$ cat config.mk
export PLATFORM = sky130hd
export DESIGN_NAME = mmcm_phase_arbiter
export DESIGN_NICKNAME = d
export VERILOG_FILES = /design/src/rtl/mmcm_phase_arbiter.sv
export SDC_FILE = /design/constraint.sdc
export NUM_CORES = 1
export LEC_CHECK = 0
export BUFFER_PORTS_ARGS = -buffer_cell sky130_fd_sc_hd__buf_2
export CAP_MARGIN = 20
export CORE_MARGIN = 4
export CORE_UTILIZATION = 30
export CTS_BUF_LIST = sky130_fd_sc_hd__clkbuf_4
export DETAILED_ROUTE_END_ITERATION = 6
export PLACE_DENSITY = 0.52
export SYNTH_ARGS = -nofsm -noshare
export SYNTH_HDL_FRONTEND = slang
export SYNTH_SLANG_ARGS = --single-unit
export TNS_END_PERCENT = 20
$ cat constraint.sdc
create_clock -name clk -period 3.3 [get_ports clk]
set_input_delay 0 -clock clk [delete_from_list [all_inputs] [get_ports clk]]
set_output_delay 0 -clock clk [all_outputs]
set_load 0.02 [all_outputs]
$ cat src/rtl/mmcm_phase_arbiter.sv
// mmcm_phase_arbiter
//   Round-robin arbiter that shares one MMCM phase-shift counter's absolute-phase
//   write port among NUM_REQ requesters. One transaction is in flight at a time.
//   Each transaction ends with a one-cycle ack to the granted requester.
//
// Ports (all on the psclk domain):
//   clk          phase-shift clock (same as the counter's psclk)
//   rst          synchronous active-high reset
//   req          level request per requester, held until ack
//   req_phase    target phase per requester, slice i = [i*PHASE_WIDTH +: PHASE_WIDTH]
//   ack          one-cycle done pulse to the granted requester
//   busy         transaction in progress; stays high through the ack cycle
//   grant_id     index of the current or last granted requester
//   timeout_err  sticky WAIT_READY timeout flag (tied 0 unless the timeout is built in)
//   ps_we/ps_din write strobe and target phase to the counter
//   ps_ready     counter idle and MMCM locked
//   ps_dout      counter's current phase
//
// Build option: define MMCM_PHASE_ARB_TIMEOUT_EN to bound WAIT_READY to TIMEOUT_CYCLES.

module mmcm_phase_arbiter #(
  parameter int unsigned PHASE_WIDTH    = 8,
  parameter int unsigned NUM_REQ        = 4,
  parameter int unsigned TIMEOUT_CYCLES = 4095
) (
  input  logic                           clk,
  input  logic                           rst,
  input  logic [NUM_REQ-1:0]             req,
  input  logic [NUM_REQ*PHASE_WIDTH-1:0] req_phase,
  output logic [NUM_REQ-1:0]             ack,
  output logic                           busy,
  output logic [2:0]                     grant_id,
  output logic                           timeout_err,
  output logic                           ps_we,
  output logic [PHASE_WIDTH-1:0]         ps_din,
  input  logic                           ps_ready,
  input  logic [PHASE_WIDTH-1:0]         ps_dout
);

  typedef enum logic [2:0] {StIdle, StIssue, StWaitLow, StWaitReady, StDone} state_e;

  state_e                 state;
  logic [2:0]             rr_ptr;
  logic                   holdoff;
  logic [PHASE_WIDTH-1:0] tgt;

  // Round-robin winner: rotate req so that index rr_ptr+1 lands on bit 0, take the
  // lowest set bit, then rotate the position back to an absolute index.
  logic [2*NUM_REQ-1:0]   req_dbl;
  logic [NUM_REQ-1:0]     req_rot;
  logic [3:0]             rr_start;
  logic [3:0]             pos;
  logic [3:0]             sum;
  logic                   win_valid;
  logic [2:0]             win_id;
  logic [PHASE_WIDTH-1:0] win_phase;
  logic [NUM_REQ-1:0]     grant_oh;

  always_comb begin
    rr_start  = 4'(rr_ptr) + 4'd1;
    if (rr_start >= 4'(NUM_REQ)) rr_start = 4'd0;
    req_dbl   = {req, req};
    req_rot   = NUM_REQ'(req_dbl >> rr_start);
    win_valid = 1'b0;
    pos       = 4'd0;
    for (int i = NUM_REQ - 1; i >= 0; i--) begin
      if (req_rot[i]) begin
        win_valid = 1'b1;
        pos       = 4'(i);
      end
    end
    sum = rr_start + pos;
    if (sum >= 4'(NUM_REQ)) sum = sum - 4'(NUM_REQ);
    win_id    = sum[2:0];
    win_phase = '0;
    for (int j = 0; j < NUM_REQ; j++) begin
      if (3'(j) == win_id) win_phase = req_phase[j*PHASE_WIDTH +: PHASE_WIDTH];
    end
  end

  always_comb begin
    grant_oh = '0;
    for (int k = 0; k < NUM_REQ; k++) begin
      grant_oh[k] = (3'(k) == grant_id);
    end
  end

`ifdef MMCM_PHASE_ARB_TIMEOUT_EN
  localparam int unsigned CntW = (TIMEOUT_CYCLES >= 4096) ? $clog2(TIMEOUT_CYCLES + 1) : 12;
  logic [CntW-1:0] tmo_cnt;
  logic            tmo_hit;   // current transaction ended by timeout
  logic [2:0]      err_id;    // grant_id whose timeout set timeout_err
`else
  logic unused_timeout;
  assign unused_timeout = ^TIMEOUT_CYCLES;
  assign timeout_err    = 1'b0;
`endif

  always_ff @(posedge clk) begin
    if (rst) begin
      state    <= StIdle;
      ack      <= '0;
      busy     <= 1'b0;
      grant_id <= 3'd0;
      ps_we    <= 1'b0;
      ps_din   <= '0;
      rr_ptr   <= 3'(NUM_REQ - 1);
      holdoff  <= 1'b0;
      tgt      <= '0;
`ifdef MMCM_PHASE_ARB_TIMEOUT_EN
      tmo_cnt     <= '0;
      tmo_hit     <= 1'b0;
      err_id      <= 3'd0;
      timeout_err <= 1'b0;
`endif
    end else begin
      ack   <= '0;
      ps_we <= 1'b0;
      unique case (state)
        StIdle: begin
          if (holdoff) begin
            // Gives the just-acked requester one cycle to drop req.
            holdoff <= 1'b0;
            busy    <= 1'b0;
          end else if (win_valid && ps_ready) begin
            tgt      <= win_phase;
            grant_id <= win_id;
            busy     <= 1'b1;
`ifdef MMCM_PHASE_ARB_TIMEOUT_EN
            tmo_hit  <= 1'b0;
`endif
            // Raw bit compare: already at target means nothing to write.
            state    <= (win_phase == ps_dout) ? StDone : StIssue;
          end else begin
            busy <= 1'b0;
          end
        end
        StIssue: begin
          // Lock loss holds off the write until the counter is ready again.
          if (ps_ready) begin
            ps_we  <= 1'b1;
            ps_din <= tgt;
            state  <= StWaitLow;
          end
        end
        StWaitLow: begin
          // Skips the cycle where ps_ready has not yet dropped for the new write.
`ifdef MMCM_PHASE_ARB_TIMEOUT_EN
          tmo_cnt <= '0;
`endif
          state <= StWaitReady;
        end
        StWaitReady: begin
          if (ps_ready) begin
            state <= StDone;
`ifdef MMCM_PHASE_ARB_TIMEOUT_EN
          end else if (tmo_cnt == CntW'(TIMEOUT_CYCLES - 1)) begin
            tmo_hit <= 1'b1;
            state   <= StDone;
          end else begin
            tmo_cnt <= tmo_cnt + 1'b1;
`endif
          end
        end
        StDone: begin
          ack     <= grant_oh;
          rr_ptr  <= grant_id;
          holdoff <= 1'b1;
          state   <= StIdle;
`ifdef MMCM_PHASE_ARB_TIMEOUT_EN
          if (tmo_hit) begin
            timeout_err <= 1'b1;
            err_id      <= grant_id;
          end else if (grant_id == err_id) begin
            timeout_err <= 1'b0;
          end
`endif
        end
        default: state <= StIdle;
      endcase
    end
  end

endmodule
==> results of run 1 <==
==> area by class of cell <==
type | count | area, µm²
fill | 679 | 3950
multi-input combinational | 195 | 1240
sequential | 32 | 641
timing repair buffer | 68 | 355
tap | 77 | 96.3
inverter | 15 | 56.3
clock inverter | 3 | 42.5
clock buffer | 5 | 37.5
==> sequential cells by signal, indices dropped and copies added (netlist names), 3 cells and up <==
signal	count
tgt	8
rr_ptr	3
state	3
ack	4
grant_id	3
ps_din	8
==> how the worst min path moves through the flow <==
stage / depth (start not counted) / endpoint / slack, ns / start
2_1_floorplan: 2 / state[2]$_SDFFE_PP0P_ / 0.16 / ps_ready
3_3_place_gp: 3 / state[2]$_SDFFE_PP0P_ / 0.34 / ps_ready
3_5_place_dp: 3 / state[2]$_SDFFE_PP0P_ / 0.32 / ps_ready
4_1_cts: 2 / ps_we$_SDFF_PP0_ / 0.11 / rst
5_1_grt: 2 / ps_we$_SDFF_PP0_ / 0.14 / rst
6_report: 4 / tgt[2]$_SDFFE_PP0P_ / 0.12 / req_phase[26]
==> repair_timing <==
action / 4_1_cts / 5_1_grt
hold endpoints to repair: 1 / 0
buffers inserted: 0 / 0
hold buffers: 1 / 0
==> worst max-delay path: cells and delay by family (launching register included) <==
kind / cells / cell delay [ns]
AO/OA/AOI/OAI: 6 / 1.28
AND/OR/NAND/NOR: 3 / 0.37
flip-flops: 1 / 0.40
adder cells (fa/ha/maj): 2 / 0.82
==> cell usage in the layout (no fill, tap or decap), types with 2 or more instances in the layout <==
cell / Yosys / final
a221oi_1: 3 / 3
nor3b_1: 2 / 2
or3_1: 2 / 2
ha_1: 2 / 2
nand2_1: 56 / 56
nand3_1: 2 / 2
a21oi_1: 29 / 29
dfxtp_1: 32 / 32
buf_2: 2 / 63
a221o_1: 3 / 3
a311o_1: 2 / 2
nor4_1: 2 / 2
nor3_1: 8 / 8
and3_1: 3 / 3
xor2_1: 4 / 4
nand3b_1: 2 / 2
and2_1: 4 / 4
buf_4: 1 / 4
o21ai_0: 5 / 5
o221ai_1: 2 / 2
mux2i_1: 16 / 16
nor2_1: 6 / 6
o211ai_1: 5 / 5
a211oi_1: 4 / 4
inv_1: 15 / 15
clkbuf_4: 0 / 5
mux2_2: 2 / 2
o2bb2ai_1: 4 / 4
==> cell families (layout without fill, tap and decap cells) <==
| group | count (synthesis) | after routing | share of synthesized area [%] |
|---|---|---|---|
| compound gates | 73 | 73 | 26.3 |
| xor+xnor | 5 | 5 | 2.57 |
| fa+ha+maj | 2 | 2 | 1.25 |
| buf+inv | 27 | 91 | 5.77 |
| flops | 32 | 32 | 32.1 |
| mux | 19 | 19 | 9.91 |
| other cells | 1 | 1 | 0.188 |
| simple gates | 95 | 95 | 21.9 |
==> power by group through the flow <==
stage	clock, mW	sequential, mW	combinational, mW
global placement	0	0.432	0.242
detailed placement	0	0.433	0.242
CTS	0.309	0.424	0.244
global route	0.327	0.427	0.273
floorplan	0	0.437	0.149
finish	0.298	0.424	0.241
==> metrics by stage <==
stage | power, mW | setup WS, ns | hold WS (ns) | util [%]
2_1_floorplan | 0.586 | 0.455 | 0.163 | -
3_3_place_gp | 0.674 | 0.374 | 0.337 | 37.0
3_5_place_dp | 0.674 | 0.356 | 0.325 | 37.0
4_1_cts | 0.976 | 0.328 | 0.113 | 38.4
5_1_grt | 1.03 | 0.105 | 0.137 | 38.4
6_report | 0.963 | 0.328 | 0.118 | 38.4
==> routing by layer <==
layer | part of all wire [%] | wire [µm]
met1 | 48 | 2660
met2 | 46 | 2550
met3 | 6.0 | 334
met4 | 0.91 | 51
met5 | 0 | 0
==> impl_metrics.yaml, run 1 <==
status:
  outcome: "completed"
sta:
  setup_viol: 0
  tightest_slew_ns: 0.845
  hold_viol: 0
  slew_headroom_pct: 43.3
  min_period_ns: 2.97
  fin_skew_ns: 0.0109
  fmax_mhz: 337
  final_max_slew_viol_count: 0
  period_share_pct: 90.0
  tns_ns: 0
  rsz0062_at_grt: "no"
clocking:
  cts_sinks: 32
  numCtsBuffers: 5
  cts_tree: "done"
  root_buffer: "clkbuf_4"
  cts_resized: 0
  insertion_delay_ns: 0.33
  clock_tree.buffer_depth: 2
  htree_levels: 2
  clkTransAtPathRegs_ns: 0.11
synth:
  yosysTopAreaCellShare_pct: 32.1
  yosys_warnings: 0
  synthTopCellsByCount: "56 x nand2_1, 32 x dfxtp_1, 29 x a21oi_1"
  yosysMostFrequentCell: "nand2_1"
  yosysSeqAreaShare_pct: 32.1
  async_reset_ff_share_pct: 0
  syn_area_mm2: 0.00200
  synth.avg_cell_area_um2: 7.86
  synth_area_leaders: "dfxtp_1 32%, nand2_1 11%, mux2i_1 8.0%, a21oi_1 7.3%, inv_1 2.8%"
  ys_ff_latch: 32
  synth_edf_count: 0
  syn_inst: 254
  syn-num-nets: 303
  synth.largest_area_cell: "dfxtp_1"
  ys.flop_type: "dfxtp_1"
  synth_cell_type_count: 57
route:
  drt-total-wl_um: 5600
  vias: 2021
  routed_via_density: 5.12
  dr.pass1.iters: 4
  route.detailed.drc: 0
  wl_per_cell_um: 14.2
  drtAntennaViolNets: 0
  first_iter_violations: 98
placement:
  dp.cells: 386
  place.gp.congestion: 0.837
  numPortBuffers: 63
  dp_hpwl_um: 4480
  dpl_cell_area_mm2: 0.00238
critical_path:
  setup.worst_path.end: "state[0]$_SDFFE_PP0P_"
  cpMostUsedCell: "ha_1"
  critPathLaunch: "rr_ptr[0]$_SDFFE_PP1P_"
  crit_path_max_incr_delay_ns: 0.58
  r2r_end: "state[0]$_SDFFE_PP0P_"
  required_ns: 3.53
  ff2ff_setup_slack_ns: 0.33
  worstSetupStartpointType: "flip-flop"
  slowest_stage: "ha_1"
  crit_path_max_fanout: 14
  rr_worst_depth: 11
  crit_chain: "ha_1 -> nand2_1 -> o21ai_0 -> and2_1 -> nor3_1 -> o21a_1 -> ha_1 -> o221a_2 -> a22oi_1 -> a221o_1 -> a22o_1"
  reg2reg_from: "rr_ptr[0]$_SDFFE_PP1P_"
  path_class: "flip-flop to flip-flop"
  critPathArrivalTime_ns: 3.21
  cp-end-kind: "flip-flop"
run:
  max_cap_viol_count: 0
floorplanning:
  die_y_um: 89.6
  pin_count: 65
  fp-row-count: 29
  die_width_um: 89.6
  dieArea_mm2: 0.00802
  core-area_mm2: 0.00642
  initial_core_util_pct: 31.1
global_route:
  grt_use_met1_pct: 20.1
  grt_pass1_vias: 1934
  grt_pass1_wl_um: 9390
  busiest_layer: "met2"
  grt_max_degree: 29
  grt_use_met2_pct: 24.1
  grt_remaining_overflow: 0
  met3_usage_pct: 3.87
  grt_antenna_before_repair: 0
  grt_usage_pct: 15.0
layout:
  layout.nets: 366
  diodes: 0
  design_area_mm2: 0.00247
  syn_to_final_growth_pct: 23.7
  drive_above_1_share_pct: 26.4
  stdcell_count: 395
power_and_ir_drop:
  clkPwrFrac_pct: 31.0
  p_switching_uw: 298
  p_int_uw: 664
  p_comb_share_pct: 25.0
  peakVddDrop_v: 0.000215
  p_leak_nw: 1.11
  p_sw_share_pct: 31.0
  pwr-share-seq_pct: 44.0
  pwr_density_cell_mw_per_mm2: 390
min_path:
  hold_path_class: "input port to flip-flop"
Note: power is estimated with default switching activity, not from simulation.
==> inputs of run 2 (changes only) <==
--- a/config.mk
+++ b/config.mk
@@ -8,10 +8,10 @@
 export BUFFER_PORTS_ARGS = -buffer_cell sky130_fd_sc_hd__buf_2
 export CAP_MARGIN = 20
 export CORE_MARGIN = 4
-export CORE_UTILIZATION = 30
+export CORE_UTILIZATION = 35
 export CTS_BUF_LIST = sky130_fd_sc_hd__clkbuf_4
 export DETAILED_ROUTE_END_ITERATION = 6
-export PLACE_DENSITY = 0.52
+export PLACE_DENSITY = 0.59
 export SYNTH_ARGS = -nofsm -noshare
 export SYNTH_HDL_FRONTEND = slang
 export SYNTH_SLANG_ARGS = --single-unit
==> impl_metrics.yaml, run 2 (synthesis results as in run 1) <==
status:
  outcome: "completed"
power_and_ir_drop:
  pwr_density_cell_mw_per_mm2: 386
  p_leak_nw: 1.11
  peakVddDrop_v: 0.000225
critical_path:
  cp-end-kind: "flip-flop"
  reg2reg_from: "rr_ptr[0]$_SDFFE_PP1P_"
  required_ns: 3.53
  worstSetupStartpointType: "flip-flop"
  rr_worst_depth: 11
  critPathArrivalTime_ns: 3.26
  r2r_end: "state[0]$_SDFFE_PP0P_"
  path_class: "flip-flop to flip-flop"
  crit_path_max_fanout: 16
  ff2ff_setup_slack_ns: 0.27
floorplanning:
  die_y_um: 83.5
  core-area_mm2: 0.00551
  dieArea_mm2: 0.00697
  fp-row-count: 27
  initial_core_util_pct: 36.2
  pin_count: 65
  die_width_um: 83.5
layout:
  layout_common_cells: "63 x buf_2, 56 x nand2_1, 32 x dfxtp_1"
  syn_to_final_growth_pct: 23.1
  fillers: 572
  design_area_mm2: 0.00246
  diodes: 0
  layout.nets: 366
  seq_area_um2: 641
  drive_above_1_share_pct: 25.8
  multi_input_area_mm2: 0.00124
  final_common_cell: "buf_2"
  reg_top3: "ps_din x8, tgt x8, ack x4"
min_path:
  hold_end: "ps_we$_SDFF_PP0_"
  hold_path_class: "input port to flip-flop"
  hold_depth: 2
  hold_start: "rst"
route:
  wl_per_cell_um: 13.5
  first_iter_violations: 68
  drtAntennaViolNets: 0
  route.detailed.drc: 0
  routed_via_density: 5.26
  vias: 2052
  drt-total-wl_um: 5270
  dr.pass1.iters: 4
placement:
  numPortBuffers: 63
  place.gp.congestion: 0.830
  dpl_cell_area_mm2: 0.00237
  dp_hpwl_um: 4220
sta:
  tightest_slew_ns: 0.808
  hold_viol: 0
  setup_viol: 0
  fin_skew_ns: 0.00851
  slew_headroom_pct: 45.7
  min_period_ns: 3.03
  period_share_pct: 91.9
  final_max_slew_viol_count: 0
  hold-worst-slack_ns: 0.109
  fmax_mhz: 330
  tns_ns: 0
  rsz0062_at_grt: "no"
clocking:
  cts_tree: "done"
  cts_hold_buf: 1
  root_buffer: "clkbuf_4"
  insertion_delay_ns: 0.32
  clkTransAtPathRegs_ns: 0.10
  cts_sinks: 32
  numCtsBuffers: 5
  cts_resized: 0
  htree_levels: 2
  clock_tree.buffer_depth: 2
  post_cts_buffers: 0
global_route:
  grt_max_degree: 29
  grt_remaining_overflow: 0
  grt_pass1_vias: 1905
  grt_pass1_wl_um: 8610
  grt_usage_pct: 14.8
  grt_antenna_before_repair: 0
run:
  max_cap_viol_count: 0
## run 2: worst max-delay path, cell delays in order, from the launching register on
cell     delay, ns
dfxtp_1       0.40
ha_1          0.24
nand2_1       0.06
o21ai_0       0.31
and2_1        0.24
nor3_1        0.06
o21a_1        0.18
ha_1          0.61
o221a_2       0.28
a22oi_1       0.06
a221o_1       0.30
a22o_1        0.18
## run 2: layout make-up
class                   instances  area share, %
clock buffers                   5           1.53
clock inverters                 3           1.53
inverters                      15           2.29
multi-input cells             195           50.5
flip-flops and latches         32           26.1
well taps                      72           3.67
repair buffers                 68           14.5
## run 2: worst max path at each step
stage | startpoint | to | slack, ns | cells after the start
2_1_floorplan | rr_ptr[0]$_SDFFE_PP1P_ | state[0]$_SDFFE_PP0P_ | 0.46 | 11
3_3_place_gp | rr_ptr[0]$_SDFFE_PP1P_ | state[0]$_SDFFE_PP0P_ | 0.40 | 10
3_5_place_dp | rr_ptr[0]$_SDFFE_PP1P_ | state[0]$_SDFFE_PP0P_ | 0.30 | 11
4_1_cts | rr_ptr[0]$_SDFFE_PP1P_ | state[0]$_SDFFE_PP0P_ | 0.28 | 11
5_1_grt | rr_ptr[0]$_SDFFE_PP1P_ | state[0]$_SDFFE_PP0P_ | 0.04 | 11
6_report | rr_ptr[0]$_SDFFE_PP1P_ | state[0]$_SDFFE_PP0P_ | 0.27 | 11
## run 2: power by group
group / total, mW / switching, mW / internal [mW] / leakage, nW
registers: 0.424 / 0.0155 / 0.408 / 0.260
clock network: 0.286 / 0.131 / 0.155 / 0.0403
logic: 0.239 / 0.140 / 0.0982 / 0.806
## run 2: metrics by stage
stage / utilization, % / power (mW) / worst slack, ns / std cells
2_1_floorplan: - / 0.586 / 0.455 / 254
3_3_place_gp: 43.1 / 0.670 / 0.399 / 381
3_5_place_dp: 43.1 / 0.671 / 0.305 / 381
4_1_cts: 44.6 / 0.958 / 0.281 / 390
5_1_grt: 44.6 / 1.01 / 0.0412 / 390
6_report: 44.6 / 0.948 / 0.267 / 390
## run 2: routing by layer
layer	vias up	share of wire (%)	track usage (%)
met3	4	6.3	3.95
met5	-	0	0
met2	53	47	24.5
met1	952	46	19.6
met4	0	0.68	2.78
li1	1043	-	-
==> inputs of run 3 (changes only) <==
==> constraint.sdc (replaced) <==
create_clock -name clk -period 3.3 [get_ports clk]
set_input_delay 0.165 -clock clk [delete_from_list [all_inputs] [get_ports clk]]
set_output_delay 0.165 -clock clk [all_outputs]
set_load 0.02 [all_outputs]
==> impl_metrics.yaml, run 3 (synthesis results as in run 1) <==
placement:
  dp_hpwl_um: 4220
  place.gp.congestion: 0.830
  pre_cts_ws_ns: 0.305
  dp.cells: 381
  numPortBuffers: 63
  dpl_cell_area_mm2: 0.00237
layout:
  layout.nets: 365
  stdcell_count: 389
  syn_to_final_growth_pct: 22.6
  layout_common_cells: "63 x buf_2, 56 x nand2_1, 32 x dfxtp_1"
  reg_top3: "ps_din x8, tgt x8, ack x4"
  drive_above_1_share_pct: 25.9
  design_area_mm2: 0.00245
  final_common_cell: "buf_2"
  diodes: 0
  fillers: 572
  finish.utilization_pct: 44.4
power_and_ir_drop:
  clkPwrFrac_pct: 30.2
  p_sw_share_pct: 30.3
  p_switching_uw: 288
  pwr_density_cell_mw_per_mm2: 387
  p_int_uw: 660
  pwr-share-seq_pct: 44.7
  p_leak_nw: 1.10
  total_power_uw: 948
  peakVddDrop_v: 0.000225
  p_comb_share_pct: 25.1
sta:
  fin_skew_ns: 0.00927
  final_max_slew_viol_count: 0
  hold-worst-slack_ns: 0.165
  period_share_pct: 92.1
  tightest_slew_ns: 0.820
  min_period_ns: 3.04
  tns_ns: 0
  rsz0062_at_grt: "no"
  setup_viol: 0
  fmax_mhz: 329
  hold_viol: 0
  slew_headroom_pct: 44.9
  layout_setup_ws_ns: 0.262
clocking:
  post_cts_buffers: 0
  cts_sinks: 32
  cts_tree: "done"
  clkTransAtPathRegs_ns: 0.10
  insertion_delay_ns: 0.33
  clock_tree.buffer_depth: 2
  cts_resized: 0
  numCtsBuffers: 5
  root_buffer: "clkbuf_4"
  htree_levels: 2
  cts_hold_buf: 0
floorplanning:
  die_width_um: 83.5
  die_y_um: 83.5
  dieArea_mm2: 0.00697
  core-area_mm2: 0.00551
  initial_core_util_pct: 36.2
  pin_count: 65
  fp-row-count: 27
route:
  dr.pass1.iters: 4
  vias: 2066
  routed_via_density: 5.31
  first_iter_violations: 74
  drtAntennaViolNets: 0
  drt-total-wl_um: 5290
  route.detailed.drc: 0
  wl_per_cell_um: 13.6
global_route:
  grt_pass1_wl_um: 8600
  grt_max_degree: 29
  grt_remaining_overflow: 0
  grt_pass1_vias: 1902
  grt_usage_pct: 14.8
  grt_antenna_before_repair: 0
critical_path:
  ff2ff_setup_slack_ns: 0.26
  reg2reg_from: "rr_ptr[0]$_SDFFE_PP1P_"
  required_ns: 3.53
  r2r_end: "state[0]$_SDFFE_PP0P_"
  crit_path_max_fanout: 16
  path_class: "flip-flop to flip-flop"
  rr_worst_depth: 11
  critPathArrivalTime_ns: 3.27
  cp-end-kind: "flip-flop"
  worstSetupStartpointType: "flip-flop"
min_path:
  hold_start: "ps_ready"
  hold_depth: 3
  hold_path_class: "input port to flip-flop"
  hold_end: "state[2]$_SDFFE_PP0P_"
status:
  outcome: "completed"
run:
  max_cap_viol_count: 0
-- run 3: cell types whose count changed in the layout (fill, tap and decap cells not counted) --
cell           previous run  this run
dlygate4sd3_1             1         0
-- run 3: area by class of cell --
| class | instances | area [µm²] | share of cell area (%) |
|---|---|---|---|
| Multi-Input combinational cell | 195 | 1240 | 50.7 |
| Sequential cell | 32 | 641 | 26.2 |
| Timing Repair Buffer | 67 | 345 | 14.1 |
| Tap cell | 72 | 90.1 | 3.68 |
| Inverter | 15 | 56.3 | 2.30 |
| Clock buffer | 5 | 37.5 | 1.53 |
| Clock inverter | 3 | 37.5 | 1.53 |
-- run 3: worst max path at each step --
stage,startpoint,endpoint,depth (start not counted)
global placement,rr_ptr[0]$_SDFFE_PP1P_,state[0]$_SDFFE_PP0P_,10
detailed placement,rr_ptr[0]$_SDFFE_PP1P_,state[0]$_SDFFE_PP0P_,11
global route,rr_ptr[0]$_SDFFE_PP1P_,state[0]$_SDFFE_PP0P_,11
CTS,rr_ptr[0]$_SDFFE_PP1P_,state[0]$_SDFFE_PP0P_,11
finish,rr_ptr[0]$_SDFFE_PP1P_,state[0]$_SDFFE_PP0P_,11
floorplan,rr_ptr[0]$_SDFFE_PP1P_,state[0]$_SDFFE_PP0P_,11
-- run 3: power groups by stage --
stage | registers (mW) | clock network (mW) | logic (mW)
after floorplan | 0.437 | 0 | 0.149
after global placement | 0.432 | 0 | 0.238
after detailed placement | 0.433 | 0 | 0.238
after CTS | 0.424 | 0.294 | 0.239
after global routing | 0.428 | 0.310 | 0.267
final | 0.424 | 0.286 | 0.238
-- run 3: worst max-delay path: stages, from the launching register on --
cell	delay, ns
dfxtp_1	0.40
ha_1	0.24
nand2_1	0.06
o21ai_0	0.31
and2_1	0.24
nor3_1	0.06
o21a_1	0.18
ha_1	0.61
o221a_2	0.28
a22oi_1	0.06
a221o_1	0.30
a22o_1	0.18
-- run 3: per-layer routing --
layer	wire [µm]	vias to the layer above	share of wire [%]	GRT usage, %
met5	0	-	0	0
met4	36	0	0.68	2.78
met3	356	4	6.7	3.95
met2	2470	66	47	24.5
met1	2430	958	46	19.5
li1	-	1038	-	-
